$ cat src/rtl/mult_pkg.sv
// Shared definitions for the 4x4 shift-and-add multiplier path.
// Holds the controller state encoding, the default operand width and the
// derived product / counter widths used by seq_mult_ctrl and its neighbours.
package mult_pkg;

  localparam int N_DEF      = 4;
  localparam int PROD_W_DEF = 2 * N_DEF;
  // Counter must reach 2N-1 during the drain phase.
  localparam int CNT_W_DEF  = $clog2(2 * N_DEF + 1);

  typedef enum logic [2:0] {
    IDLE  = 3'd0,
    RUN   = 3'd1,
    LOAD  = 3'd2,
    DRAIN = 3'd3,
    DONE  = 3'd4
  } mult_state_t;

endpackage

$ cat src/rtl/seq_mult_ctrl.sv
// Sequential shift-and-add multiplier plus serializer controller.
// Accepts two unsigned N-bit operands on start, builds the 2N-bit product
// over N cycles, presents it with a one-cycle load strobe for the PISO, then
// holds the PISO shift enable for 2N cycles before returning to idle.
//
// Ports:
//   clk           rising-edge clock
//   reset_n       synchronous active-low reset
//   start         operation request, honoured only in IDLE
//   a, b          multiplicand / multiplier, captured when start is accepted
//   busy          high in every non-IDLE state
//   product       registered 2N-bit result (PISO data_in)
//   product_valid one-cycle strobe while in LOAD
//   piso_on       PISO load strobe, same timing as product_valid
//   piso_enable   PISO shift enable, high for the 2N DRAIN cycles
//   done          one-cycle pulse in DONE
module seq_mult_ctrl
  import mult_pkg::*;
#(
  parameter int N = N_DEF
) (
  input  logic           clk,
  input  logic           reset_n,
  input  logic           start,
  input  logic [N-1:0]   a,
  input  logic [N-1:0]   b,
  output logic           busy,
  output logic [2*N-1:0] product,
  output logic           product_valid,
  output logic           piso_on,
  output logic           piso_enable,
  output logic           done
);

  localparam int PW    = 2 * N;
  localparam int CNT_W = $clog2(2 * N + 1);

  mult_state_t      state;
  logic [PW-1:0]    acc;
  logic [PW-1:0]    mcand;
  logic [N-1:0]     mplr;
  logic [CNT_W-1:0] cnt;
  logic [PW-1:0]    acc_sum;

  // Accumulator value after the current partial product; also what product
  // latches on the final RUN edge so it is already stable on entry to LOAD.
  always_comb begin
    acc_sum = acc;
    if (mplr[0]) acc_sum = acc + mcand;
  end

  // Outputs are registered and updated on the same edge as the state change,
  // so each one lines up exactly with the state it belongs to.
  always_ff @(posedge clk) begin
    if (!reset_n) begin
      state         <= IDLE;
      acc           <= '0;
      mcand         <= '0;
      mplr          <= '0;
      cnt           <= '0;
      busy          <= 1'b0;
      product       <= '0;
      product_valid <= 1'b0;
      piso_on       <= 1'b0;
      piso_enable   <= 1'b0;
      done          <= 1'b0;
    end else begin
      case (state)
        IDLE: begin
          if (start) begin
            mcand <= {{N{1'b0}}, a};
            mplr  <= b;
            acc   <= '0;
            cnt   <= '0;
            busy  <= 1'b1;
            state <= RUN;
          end
        end

        RUN: begin
          acc   <= acc_sum;
          mcand <= mcand << 1;
          mplr  <= mplr >> 1;
          cnt   <= cnt + 1'b1;
          if (cnt == CNT_W'(N - 1)) begin
            product       <= acc_sum;
            product_valid <= 1'b1;
            piso_on       <= 1'b1;
            state         <= LOAD;
          end
        end

        LOAD: begin
          product_valid <= 1'b0;
          piso_on       <= 1'b0;
          piso_enable   <= 1'b1;
          cnt           <= '0;
          state         <= DRAIN;
        end

        DRAIN: begin
          if (cnt == CNT_W'(PW - 1)) begin
            piso_enable <= 1'b0;
            done        <= 1'b1;
            state       <= DONE;
          end else begin
            cnt <= cnt + 1'b1;
          end
        end

        DONE: begin
          done  <= 1'b0;
          busy  <= 1'b0;
          state <= IDLE;
        end

        default: state <= IDLE;
      endcase
    end
  end

endmodule

$ cat config.mk
export PLATFORM = sky130hd
export DESIGN_NAME = seq_mult_ctrl
export DESIGN_NICKNAME = d
export VERILOG_FILES = /design/src/rtl/mult_pkg.sv /design/src/rtl/seq_mult_ctrl.sv
export SDC_FILE = /design/constraint.sdc
export NUM_CORES = 1
export LEC_CHECK = 0
export CAP_MARGIN = 20
export CELL_PAD_IN_SITES_DETAIL_PLACEMENT = 1
export CELL_PAD_IN_SITES_GLOBAL_PLACEMENT = 2
export CORE_UTILIZATION = 33
export DETAILED_ROUTE_END_ITERATION = 16
export PLACE_DENSITY = 0.81
export SLEW_MARGIN = 10
export SYNTH_ARGS = -nofsm -noshare
export SYNTH_HDL_FRONTEND = slang
export SYNTH_SLANG_ARGS = --single-unit
export TNS_END_PERCENT = 30
$ cat constraint.sdc
create_clock -name clk -period 2 [get_ports clk]
set_clock_uncertainty 0.05 [all_clocks]
set_input_delay 0.4 -clock clk [delete_from_list [all_inputs] [get_ports clk]]
set_output_delay 0.4 -clock clk [all_outputs]
set_load 0.01 [all_outputs]
## After elaboration in Yosys (flattened, before gate mapping)

Cells that the tools add are included.
Widths: inputs -> output; s select.

- Bits in registers: 39
- Bits of input ports: 11
- Output and inout bits: 13
- Word-level logic and storage cells: 59

- Add/subtract/negate cells: 2
- Equal/unequal tests: 10
- Multiplexer cells: 22
- Reduce and logical (&&, ||, !) cells: 15

Operators by type and width:

| operator | count |
|---|---|
| $pmux 8 s2 | 2 |
| $mux 8 | 3 |
| $pmux 4 s4 | 1 |
| $mux 4 | 3 |
| $pmux 3 s4 | 1 |
| $reduce_and 2->1 | 6 |
| $reduce_bool 2->1 | 5 |
| $mux 3 | 3 |
| $add 8x8->8 | 1 |
| $ne 2x2->1 const B | 4 |
| $pmux 1 s2 | 4 |
| $pmux 4 s2 | 1 |
| $eq 3x2->1 const B | 2 |
| $reduce_and 3->1 | 2 |
| $add 4x1->4 const B | 1 |
| $eq 4x2->1 const B | 1 |
| $eq 4x3->1 const B | 1 |
| $mux 1 | 4 |
| $reduce_bool 4->1 | 1 |
| $eq 3x1->1 const B | 1 |
| $eq 3x3->1 const B | 1 |
| $logic_not 3->1 | 1 |

## Depth between registers and ports, before layout

- Word-level depth: 3
- Mapped depth: 7
- Depth with buffers taken out: 7

## Least setup slack after synthesis

OpenSTA, ideal clock, no wires.

- Kind: register to register
- From: reg acc[2]
- To: reg product[7]
- Library setup time: 0.118 ns
- Data arrival time: 1.593 ns
- Data required time: 1.832 ns
- Path slack: 0.239 ns
- Stages on the path, launching flop included: 7
- Path buffers: 0
- Period minus slack after synthesis: 1.761 ns
- Path through: dfxtp_1 ha_1 o211ai_1 o21ai_0 mux2i_1 and4_1 nor3_1

- Cells in the longest elaborated chain, start to end: 2

Ends and longest elaborated chain:

| item | RTL line | RTL |
|---|---|---|
| from (decl) | seq_mult_ctrl.sv:39 | `logic [PW-1:0] acc;` |
| from (signal assigned) | seq_mult_ctrl.sv:81 | `acc <= acc_sum;` |
| $add 8x8->8 | seq_mult_ctrl.sv:49 | `if (mplr[0]) acc_sum = acc + mcand;` |
| $mux 8 | seq_mult_ctrl.sv:49 |  |
| to (signal assigned) | seq_mult_ctrl.sv:86 | `product <= acc_sum;` |
| to (decl) | seq_mult_ctrl.sv:28 | `output logic [2*N-1:0] product,` |

Every way passes these cells.
A chain may end at the register's enable or synchronous reset.

## Worst setup path after layout

- From: reg acc[0]
- To: reg acc[6]

- Cells in the longest elaborated chain, start to end: 3

Ends and longest elaborated chain:

| item | RTL line | RTL |
|---|---|---|
| $add 8x8->8 | seq_mult_ctrl.sv:49 |  |
| $mux 8 | seq_mult_ctrl.sv:49 |  |
| $pmux 8 s2 | seq_mult_ctrl.sv:68 | `case (state)` |

Every way passes these cells.

==> run_results.csv <==
group,metric,value,unit
clocking,cts_root_buffer,"clkbuf_8",
clocking,path_clk_slew,0.08,ns
worst_setup_path,critPathKind,"reg -> reg",
worst_setup_path,worstRegToRegCells,7,
place,routabilityCongestion,0.8472,
clocking,clock_path_buffers,2,
layout,nets,285,
power,p_int,1114,uW
timing,hold_ws,0.4080,ns
worst_hold_path,hold_path_depth,2,
global_route,busiest_layer,"met2",
drt,drt-wirelength-per-cell,15.98,um
timing,hold_viol_final,0,
yosys,synth.avg_cell_area,8.698,um^2
global_route,grt_pass1_vias,1819,
timing,setup_viol,0,
layout,finish.utilization,43.81,%
worst_setup_path,slowest_stage,"fa_2",
layout,multiInputGateArea,0.001142,mm^2
worst_setup_path,cp_slowest_stage_delay,0.38,ns
worst_setup_path,timing.rr.end,"acc[6]",
power,p_sw,397.7,uW
power,clkPwrFrac,33.5,%
worst_setup_path,cp.required,2.16,ns
timing,fmax,0.5395,GHz
die,rows,27,
timing,finalCriticalPeriod,1.854,ns
power,power,1512,uW
power,combPwrFrac,12.8,%
die,die_x,79.69,um
layout,area.sequential,782.0,um^2
yosys,synthFlopType,"dfxtp_1",
timing,rsz0062_at_grt,"false",
layout,areaGrowthSynthToFinish,24.81,%
yosys,synth_area,0.001992,mm^2
worst_setup_path,arrival,2.02,ns
place,hpwl,3.842,mm
clocking,cts-hold-fix-buffers,0,
die,start_util,35.10,%
power,power_frac_seq,53.7,%
clocking,worstSkewPairLatency,0.29,ns
outcome,status,"complete, no violations",
yosys,yosysWarnings,0,
yosys,ys_ff_latch,39,
global_route,grt_first_pass_wirelength,8.963,mm
power,leakagePower,0.0009487,uW
power,power.density,608.1,mW/mm^2
power,switching_share,26.31,%
worst_hold_path,hold_path_class,"reg -> reg",
timing,final.period_utilization,92.68,%
timing,tightest_slew,0.4635,ns
job,drv_cap,0,
worst_setup_path,cp_max_fo,3,
yosys,synth_edf_count,0,
layout,antenna-diode-count,0,
global_route,gr-usage-met3,4.457,%
power,ir_worst_vdd,295.0,uV
drt,viasPerCell,5.315,
timing,relSlewSlack,69.05,%
yosys,ys_seq_area_share,39.20,%
worst_setup_path,reg2reg_from,"acc[0]",
worst_setup_path,end_kind,"flop",
drt,ant_nets,0,
global_route,grt_max_degree,29,
die,core_area,0.005675,mm^2
global_route,grt_use_met2,29.83,%
clocking,numCtsBuffers,5,
timing,tns,0,ns
worst_setup_path,cp_cell_sequence,"ha_1 > fa_2 > a211oi_1 > o21bai_1 > a21oi_2 > nand4_1 > o221ai_1",
drt,drc,0,
worst_hold_path,min_to,"mplr[2]",
clocking,clock-sinks,39,
drt,routed_wl,5.370,mm
layout,drive_above_1_share,12.50,%
drt,drt_iter0_markers,55,
worst_hold_path,hp-start,"mplr[2]",
place,io_buffers,23,
die,die_area,0.006351,mm^2
drt,first_pass_iters,4,
clocking,cts_tree,"yes",
global_route,grtUsageMet1,24.62,%
yosys,synth_cells,229,
worst_setup_path,rrSetupSlack,0.15,ns
layout,fillCellCount,686,
timing,slew_violations,0,
worst_setup_path,crit_path_start_kind,"flop",
global_route,grt_overflow,0,
global_route,track_usage,18.63,%
yosys,async_flop_share,0,%
yosys,synth_cell_types,42,
clocking,htreeDepth,2,
die,io_pins,24,
yosys,synth_nets,249,
die,die_y,79.69,um
drt,num_vias,1786,
global_route,antenna_found_initial,0,
==> metrics by stage <==
step	cells	instance area (um^2)	setup slack (ns)
6_report	336	2486	0.1465
5_1_grt	336	2486	0.03033
4_1_cts	336	2460	0.03207
3_5_place_dp	330	2387	0.02567
3_3_place_gp	330	2387	0.06169
2_1_floorplan	229	1992	0.2392
==> cell type report <==
class | count | area share [%]
clock buffer | 6 | 2.919
inverter | 7 | 1.057
multi-input combinational | 170 | 45.95
sequential | 39 | 31.45
tap | 72 | 3.624
timing repair buffer | 42 | 15.00
==> synth_stat cells (5+ instances only) <==
| master | count | area [um^2] |
|---|---|---|
| o21ai_0 | 12 | 60.06 |
| mux2i_1 | 8 | 80.08 |
| inv_1 | 7 | 26.28 |
| a211oi_1 | 7 | 52.55 |
| dfxtp_1 | 39 | 780.8 |
| ha_1 | 8 | 100.1 |
| a22oi_1 | 16 | 120.1 |
| a21oi_1 | 22 | 110.1 |
| nand2b_1 | 8 | 50.05 |
| a21o_1 | 5 | 37.54 |
| clkbuf_1 | 5 | 18.77 |
| nand2_1 | 14 | 52.55 |
| nor2_1 | 29 | 108.9 |
| nand3_1 | 5 | 25.02 |
==> worst max-delay path: cells and delay by family, from the launching register on <==
family                     cells  cell delay, ns
and+or+nand+nor                1            0.12
adders and majority gates      2            0.62
AOI/OAI and AO/OA              4            0.65
DFF                            1            0.33
==> metal layers <==
layer  wire length (um)  share of wire, %
met1               2913                54
met2               2309                43
met3                 80               1.5
met4                 67               1.2
met5                  0                 0
==> worst max path at each step <==
stage            from          to  slack (ns)  cells after the start
2_1_floorplan  acc[2]  product[7]        0.24                      6
3_3_place_gp    start      cnt[2]        0.06                      7
3_5_place_dp    start      cnt[2]        0.03                      7
4_1_cts        acc[0]      acc[6]        0.03                      7
5_1_grt        acc[1]  product[7]        0.03                      7
6_report       acc[0]      acc[6]        0.15                      7
==> state kept, by name, summed over array words and instances (netlist names) <==
name	flops
done	1
piso_on	1
busy	1
mcand	8
cnt	4
mplr	4
acc	8
product	8
state	3
piso_enable	1
==> power by group through the flow <==
stage          registers (uW)  logic [uW]  clock network [uW]
2_1_floorplan             827         109                   0
3_3_place_gp              829         190                   0
3_5_place_dp              830         193                   0
4_1_cts                   812         193                 519
5_1_grt                   815         214                 555
6_report                  812         193                 506
==> cell families after synthesis <==
group           Yosys count  share of synthesized area, %
compound gates           76                         24.62
xor+xnor                  5                         2.198
buf+inv                  20                         4.711
fa+ha+maj                 9                         6.030
flops                    39                         39.20
mux                       8                         4.020
simple gates             72                         19.22
==> cells in the final DEF (no fill, tap or decap), types with 8 or more instances in the layout <==
cell type        count
dfxtp_1             38
nor2_1              29
clkdlybuf4s50_1     23
a21oi_1             21
buf_4               19
a22oi_1             16
nand2_1             14
o21ai_0             11
nand2b_1             8
ha_1                 8
==> what timing repair did <==
item / CTS / global route
hold endpoints to repair: 0 / 0
setup buffers: 0 / 0
endpoints found under the setup margin: 0 / 4
gates resized for setup: 0 / 7
No activity file was read; power rests on OpenSTA's default activity.
